==> config.mk <==
export PLATFORM = sky130hd
export DESIGN_NAME = shift_pin_sout
export DESIGN_NICKNAME = d
export VERILOG_FILES = /design/src/rtl/shift_pin_sout_pkg.sv /design/src/rtl/tx_hold_reg.sv /design/src/rtl/shift_pin_sout.sv
export SDC_FILE = /design/constraint.sdc
export NUM_CORES = 1
export LEC_CHECK = 0
export CAP_MARGIN = 20
export CELL_PAD_IN_SITES_DETAIL_PLACEMENT = 1
export CELL_PAD_IN_SITES_GLOBAL_PLACEMENT = 1
export CORE_MARGIN = 4
export CORE_UTILIZATION = 38
export CTS_BUF_LIST = sky130_fd_sc_hd__clkbuf_2
export CTS_CLUSTER_SIZE = 24
export DETAILED_ROUTE_END_ITERATION = 12
export GPL_TIMING_DRIVEN = 0
export PLACE_DENSITY = 0.8
export SETUP_SLACK_MARGIN = 0.05
export SYNTH_ARGS = -nofsm -noshare
export SYNTH_HDL_FRONTEND = slang
export SYNTH_SLANG_ARGS = --single-unit
==> constraint.sdc <==
create_clock -name clk -period 1.9 [get_ports clk]
set_input_delay 0.38 -clock clk [delete_from_list [all_inputs] [get_ports clk]]
set_output_delay 0.38 -clock clk [all_outputs]
set_load 0.05 [all_outputs]
==> src/rtl/shift_pin_sout_pkg.sv <==
// Shared constants for the shift_pin_sout transmit shifter: word width,
// counter sizing and reset values.
package shift_pin_sout_pkg;

  localparam int WIDTH_DEF = 8;
  localparam int CNT_W     = 4;

  localparam logic [CNT_W-1:0] CNT_FULL = 4'd8;
  localparam logic [CNT_W-1:0] RST_CNT  = '0;
  localparam logic             RST_BIT  = 1'b0;

endpackage

==> src/rtl/tx_hold_reg.sv <==
// One-byte holding register between the producer (load/din) and the
// shifter (xfer strobe); tracks occupancy and a sticky overrun flag.
module tx_hold_reg
  import shift_pin_sout_pkg::*;
#(
  parameter int WIDTH = WIDTH_DEF
) (
  input  logic             clk,
  input  logic             rst_n,
  input  logic             load,
  input  logic [0:WIDTH-1] din,
  input  logic             xfer,
  output logic [0:WIDTH-1] hold_q,
  output logic             hold_full,
  output logic             overrun
);

  // A load that coincides with a transfer refills the register without
  // losing data, so it is never counted as an overrun.
  always_ff @(posedge clk) begin
    if (!rst_n) begin
      hold_q    <= '0;
      hold_full <= RST_BIT;
      overrun   <= RST_BIT;
    end else if (load) begin
      hold_q    <= din;
      hold_full <= 1'b1;
      if (hold_full && !xfer) overrun <= 1'b1;
    end else if (xfer) begin
      hold_full <= 1'b0;
    end
  end

endmodule

==> src/rtl/shift_pin_sout.sv <==
// Parallel-in serial-out transmit shifter with holding register.
// Optional parity register enabled by defining SHIFT_PIN_SOUT_PARITY_EN.
module shift_pin_sout
  import shift_pin_sout_pkg::*;
#(
  parameter int WIDTH = WIDTH_DEF
) (
  input  logic             clk,
  input  logic             rst_n,
  input  logic             select,
  input  logic             le,
  input  logic             load,
  input  logic [0:WIDTH-1] din,
  output logic             dout,
  output logic             parity,
  output logic             hold_full,
  output logic             busy,
  output logic [CNT_W-1:0] bit_cnt,
  output logic             overrun
);

  localparam logic [CNT_W-1:0] cnt_full = CNT_W'(WIDTH);

  logic [0:WIDTH-1] hold_q;
  logic [0:WIDTH-1] shift_q;
  logic [CNT_W-1:0] cnt_q;
  logic             xfer;

  // Strobes: select+le transfers hold->shifter, select alone shifts one bit.
  assign xfer = select & le;

  tx_hold_reg #(.WIDTH(WIDTH)) u_hold (
    .clk       (clk),
    .rst_n     (rst_n),
    .load      (load),
    .din       (din),
    .xfer      (xfer),
    .hold_q    (hold_q),
    .hold_full (hold_full),
    .overrun   (overrun)
  );

  always_ff @(posedge clk) begin
    if (!rst_n) begin
      shift_q <= '0;
      cnt_q   <= RST_CNT;
    end else if (xfer) begin
      shift_q <= hold_q;
      cnt_q   <= cnt_full;
    end else if (select) begin
      shift_q <= {shift_q[1:WIDTH-1], 1'b0};
      if (cnt_q != '0) cnt_q <= cnt_q - 1'b1;
    end
  end

`ifdef SHIFT_PIN_SOUT_PARITY_EN
  logic parity_q;

  always_ff @(posedge clk) begin
    if (!rst_n) parity_q <= RST_BIT;
    else if (xfer) parity_q <= ^hold_q;
  end

  assign parity = parity_q;
`else
  assign parity = 1'b0;
`endif

  assign dout    = shift_q[0];
  assign bit_cnt = cnt_q;
  assign busy    = (cnt_q != '0);

endmodule

Word level (Yosys, flattened, before mapping)
Cells that the tools add are included.
{ "classes": {"n_mux": 7, "addsub": 1, "reduce_logical": 10, "n_bitwise": 2} }
{ "op_table": {"columns": ["op", "n"], "rows": [
  ["$mux 8", 2],
  ["$mux 4", 3],
  ["$reduce_and 2->1", 3],
  ["$reduce_bool 2->1", 3],
  ["$reduce_bool 4->1", 1],
  ["$sub 4x1->4 const B", 1],
  ["$mux 1", 2],
  ["$reduce_or 2->1", 1],
  ["$and 1x1->1", 1],
  ["$logic_and 1x1->1", 1],
  ["$logic_not 1->1", 1],
  ["$not 1->1", 1]
]} }
{ "totals": {"word_cells": 26, "register_bits": 22, "output_inout_bits": 9, "input_bits": 13} }

Depth between registers and ports, before layout
{ "logic_depth": {"word_depth": 4, "depth_mapped": 5, "mapped_depth_nobuf": 5} }

Modules after synthesis
A second synthesis with hierarchy kept.
{ "unflattened": {"hier_cells": 93, "hier_area_um2": 965.9} }
{ "modules_own_cells": {"columns": ["module", "cells_each", "area_per_inst_um2", "seq_area_each_um2", "instances"], "rows": [
  ["shift_pin_sout", 61, 591.8, 240.2, 1],
  ["tx_hold_reg", 32, 374.1, 200.2, 1]
]} }

Least setup slack after synthesis
Ideal clock, no wire load.
{ "synth_path": {"kind": "reg2out", "start": "register cnt_q[0], in the netlist bit_cnt[0]", "end": "output busy", "path_stages_with_launch": 4, "t_required_ps": 1520, "arrival_ps": 1325, "path_buffers": 0, "path_slack_ps": 195, "path_cell_list": "dfxtp_1 > inv_1 > ha_1 > or3b_4"} }
{ "synth_between": {"elab_chain_cells": 1} }
{ "synth_lines": {"columns": ["item", "line_no", "rtl"], "rows": [
  ["start: declaration", "shift_pin_sout.sv:26", "logic [CNT_W-1:0] cnt_q;"],
  ["start signal: assignment", "shift_pin_sout.sv:49", "cnt_q <= cnt_full;"],
  ["start signal: assignment", "shift_pin_sout.sv:52", "if (cnt_q != '0) cnt_q <= cnt_q - 1'b1;"],
  ["$reduce_bool 4->1", "shift_pin_sout.sv:71", "assign busy = (cnt_q != '0);"],
  ["end: declaration", "shift_pin_sout.sv:17", "output logic busy,"]
]} }
No other way between the ends.

Worst setup path in the final report
Same ends and word-level chain as after synthesis.

==> metrics.md <==
| Metric | Value |
|---|---|
| Initial antenna violation count | 0 |
| Fin. Hold Viols | 0 |
| Leakage | 0.601 nW |
| Synth Cell Area | 951 µm² |
| Clock Power Share | 0.207 |
| Reg2reg end | bit_cnt[1] |
| FF-to-FF path depth | 6 |
| CTS Sinks | 22 |
| Port buffer count | 19 |
| Post-CTS Hold Buffers | 0 |
| Yosys reg bits | 22 |
| Vias after detailed routing | 778 |
| Outcome | finished, final reports clean |
| Final Instance Area | 1240 µm² |
| Flop pwr share | 0.545 |
| Synth Area in XOR/XNOR | 0 |
| Num CTS Buffers | 3 |
| Die outline area | 3370 µm² |
| Netlist cell types | 22 |
| Adder-cell share of the synthesized area | 0.0132 |
| Critical Path Slowest Stage Cell | dfxtp_4 |
| Global placement routability congestion | 0.707 |
| Iteration-0 DRC count of the detailed router | 7 |
| # setup viols final | 0 |
| # DRC | 0 |
| Startpoint Class | flop |
| Crit path max fanout | 4 |
| R2R setup slack | 360 ps |
| Rows | 17 |
| Die width | 58.0 µm |
| Post-synthesis mux area share | 0.158 |
| Register area share after synthesis | 0.463 |
| Vias in the first global route | 783 |
| Crit. End Element | output port |
| Largest net degree at the start of global routing | 13 |
| Logic pwr share | 0.248 |
| DP HPWL | 1.55 mm |
| Hold_ws | 459 ps |
| Worst path cell trace | inv_2 > ha_4 > or3b_4 > buf_8 |
| Critical Path RT | 1520 ps |
| Yosys Warn Count | 0 |
| CTS root buf | clkbuf_2 |
| Share of layout cells above drive strength 1 | 0.157 |
| Top cells by area, synth | dfxtp_1 46%, mux2i_1 16%, o211a_1 8.4% |
| Max Buffers Root-to-Sink | 2 |
| Clock Latency Late Sink | 340 ps |
| Fillers | 261 |
| Most frequent cells in the layout | 20 x dfxtp_1, 15 x mux2i_1, 11 x clkdlybuf4s50_1 |
| Asr flop ratio synth | 0 |
| Top_reg_cell synth | dfxtp_1 |
| Fmax | 528 MHz |
| Final min period | 1890 ps |
| Synth area leader | dfxtp_1 |
| Reg2reg start | bit_cnt[0] |
| Worst EP arrival | 1510 ps |
| Most common cell after layout, fill and taps aside | dfxtp_1 |
| Syn Area/Cell | 10.1 µm² |
| Worst-path clk slew | 230 ps |
| H-Tree Level Count | 1 |
| Post-Synth Simple-Gate Area | 0.159 |
| Routed wire length | 2.30 mm |
| Cell internal pwr | 0.000642 W |
| Worst hold path class | primary input to flop |
| Final Power | 0.000934 W |
| EDFF count, synth | 0 |
| Vias per cell | 5.22 |
| RSZ-0062 raised after global routing | yes |
| CP peak stage delay | 410 ps |
| Ports | 22 |
| Hold Path Depth | 2 |
| Wire per inst | 15.4 µm |
| Placement Cell Area | 1180 µm² |
| Initial Util | 0.414 |
| Peak VDD IR | 541 µV |
| Final nets | 136 |
| First-pass GRT wire length | 3.55 mm |
| Max Cap Viol | 0 |
| Chip Height | 58.0 µm |
| Compound-Gate Fraction of Synth Area | 0.159 |
| Hold_sp | load |
| Power Dens Cells | 754 nW/µm² |
| Slew Viols, Final | 0 |
| Cells after Synth | 94 |
| GRT Resource Usage Total | 0.137 |
| Syn Nets | 108 |
| Tcrit/Tclk final | 0.997 |
| CTS tree | done |
| Placeable Area | 2300 µm² |
| Number of diodes | 0 |
| Min-Delay Endpoint | u_hold.hold_full |
| P_sw | 0.000292 W |
| Clk_skew | 28.7 ps |
| Congestion Overflow GR | 0 |
| Final ANT Viol Nets | 0 |
| TritonRoute pass-1 iters | 4 |
| WP buf/inv | 2 |
| Switching Share | 0.312 |
| Main combinational cell family by area after synthesis | compound AO/OA/AOI/OAI gates |
| Crit path kind | flop to output port |
| Cell family with most CP delay | flip-flops |
| Share of the synthesized area in the top cell type | 0.463 |
| Area delta synth->final | 30.3% |
==> layout make-up <==
cell class	count	area, µm²	area share
multi-input combinational	63	482	0.389
sequential	22	445	0.360
timing repair buffer	23	216	0.175
tap	28	35.0	0.0283
buffer	7	33.8	0.0273
clock buffer	3	15.0	0.0121
inverter	2	7.51	0.00606
clock inverter	1	3.75	0.00303
==> power groups by stage <==
stage,sequential [W],combinational (W),clock (W)
final,0.000509,0.000232,0.000193
after global routing,0.000513,0.000251,0.000225
after CTS,0.000510,0.000210,0.000201
after detailed placement,0.000519,0.000213,0
after global placement,0.000517,0.000207,0
after floorplan,0.000548,0.000110,0
==> metal layers <==
layer,routed length (µm),share of wire,vias up,track usage
li1,-,-,381,-
met1,991,0.43,376,0.154
met2,1180,0.51,17,0.244
met3,95,0.041,4,0.0401
met4,32,0.014,0,0.0464
met5,0,0,-,0
==> how the worst max path moves through the flow <==
stage | startpoint | to | slack [ps] | depth (start not counted)
after detailed placement | bit_cnt[0] | busy | -210 | 4
after CTS | bit_cnt[0] | busy | -50 | 4
after global routing | bit_cnt[0] | busy | -90 | 4
after floorplan | bit_cnt[0] | busy | 190 | 3
after global placement | bit_cnt[0] | busy | -180 | 4
final | bit_cnt[0] | busy | 5 | 4
==> sequential cells by signal (all words and copies together), names as in the netlist <==
name	count
u_hold.overrun	1
u_hold.hold_full	1
bit_cnt	4
u_hold.hold_q	8
shift_q	8
==> cells in the mapped netlist (2+ instances only) <==
master and n:
o211a_1 8, o21ai_0 2, inv_1 2, a21boi_0 3, buf_2 3, dfxtp_1 22
mux2i_1 15, nand3_1 2, nand2_1 10, clkbuf_1 3, nor2b_1 10, o21a_1 2
nor3_1 3
==> timing repair <==
item / 4_1_cts / 5_1_grt
setup buffers: 0 / 4
resized for setup: 16 / 6
gates cloned: 0 / 0
pin swaps: 0 / 1
endpoints found under the setup margin: 8 / 1
==> logic make-up (layout without fill, tap and decap cells) <==
family / Yosys count / in the layout
buf+inv: 9 / 36
compound gates: 18 / 18
flops: 22 / 22
fa+ha+maj: 1 / 1
simple gates: 28 / 28
other cells: 1 / 1
mux: 15 / 15
==> through the flow <==
stage	util	setup TNS [ps]	instances	setup WS (ps)
4_1_cts	0.519	-52.0	145	-52.0
5_1_grt	0.539	-91.6	149	-91.6
3_5_place_dp	0.512	-210	141	-210
3_3_place_gp	0.512	-180	141	-180
6_report	0.539	0	149	5.43
2_1_floorplan	-	0	94	195
Note: power is estimated with default switching activity, not from simulation.
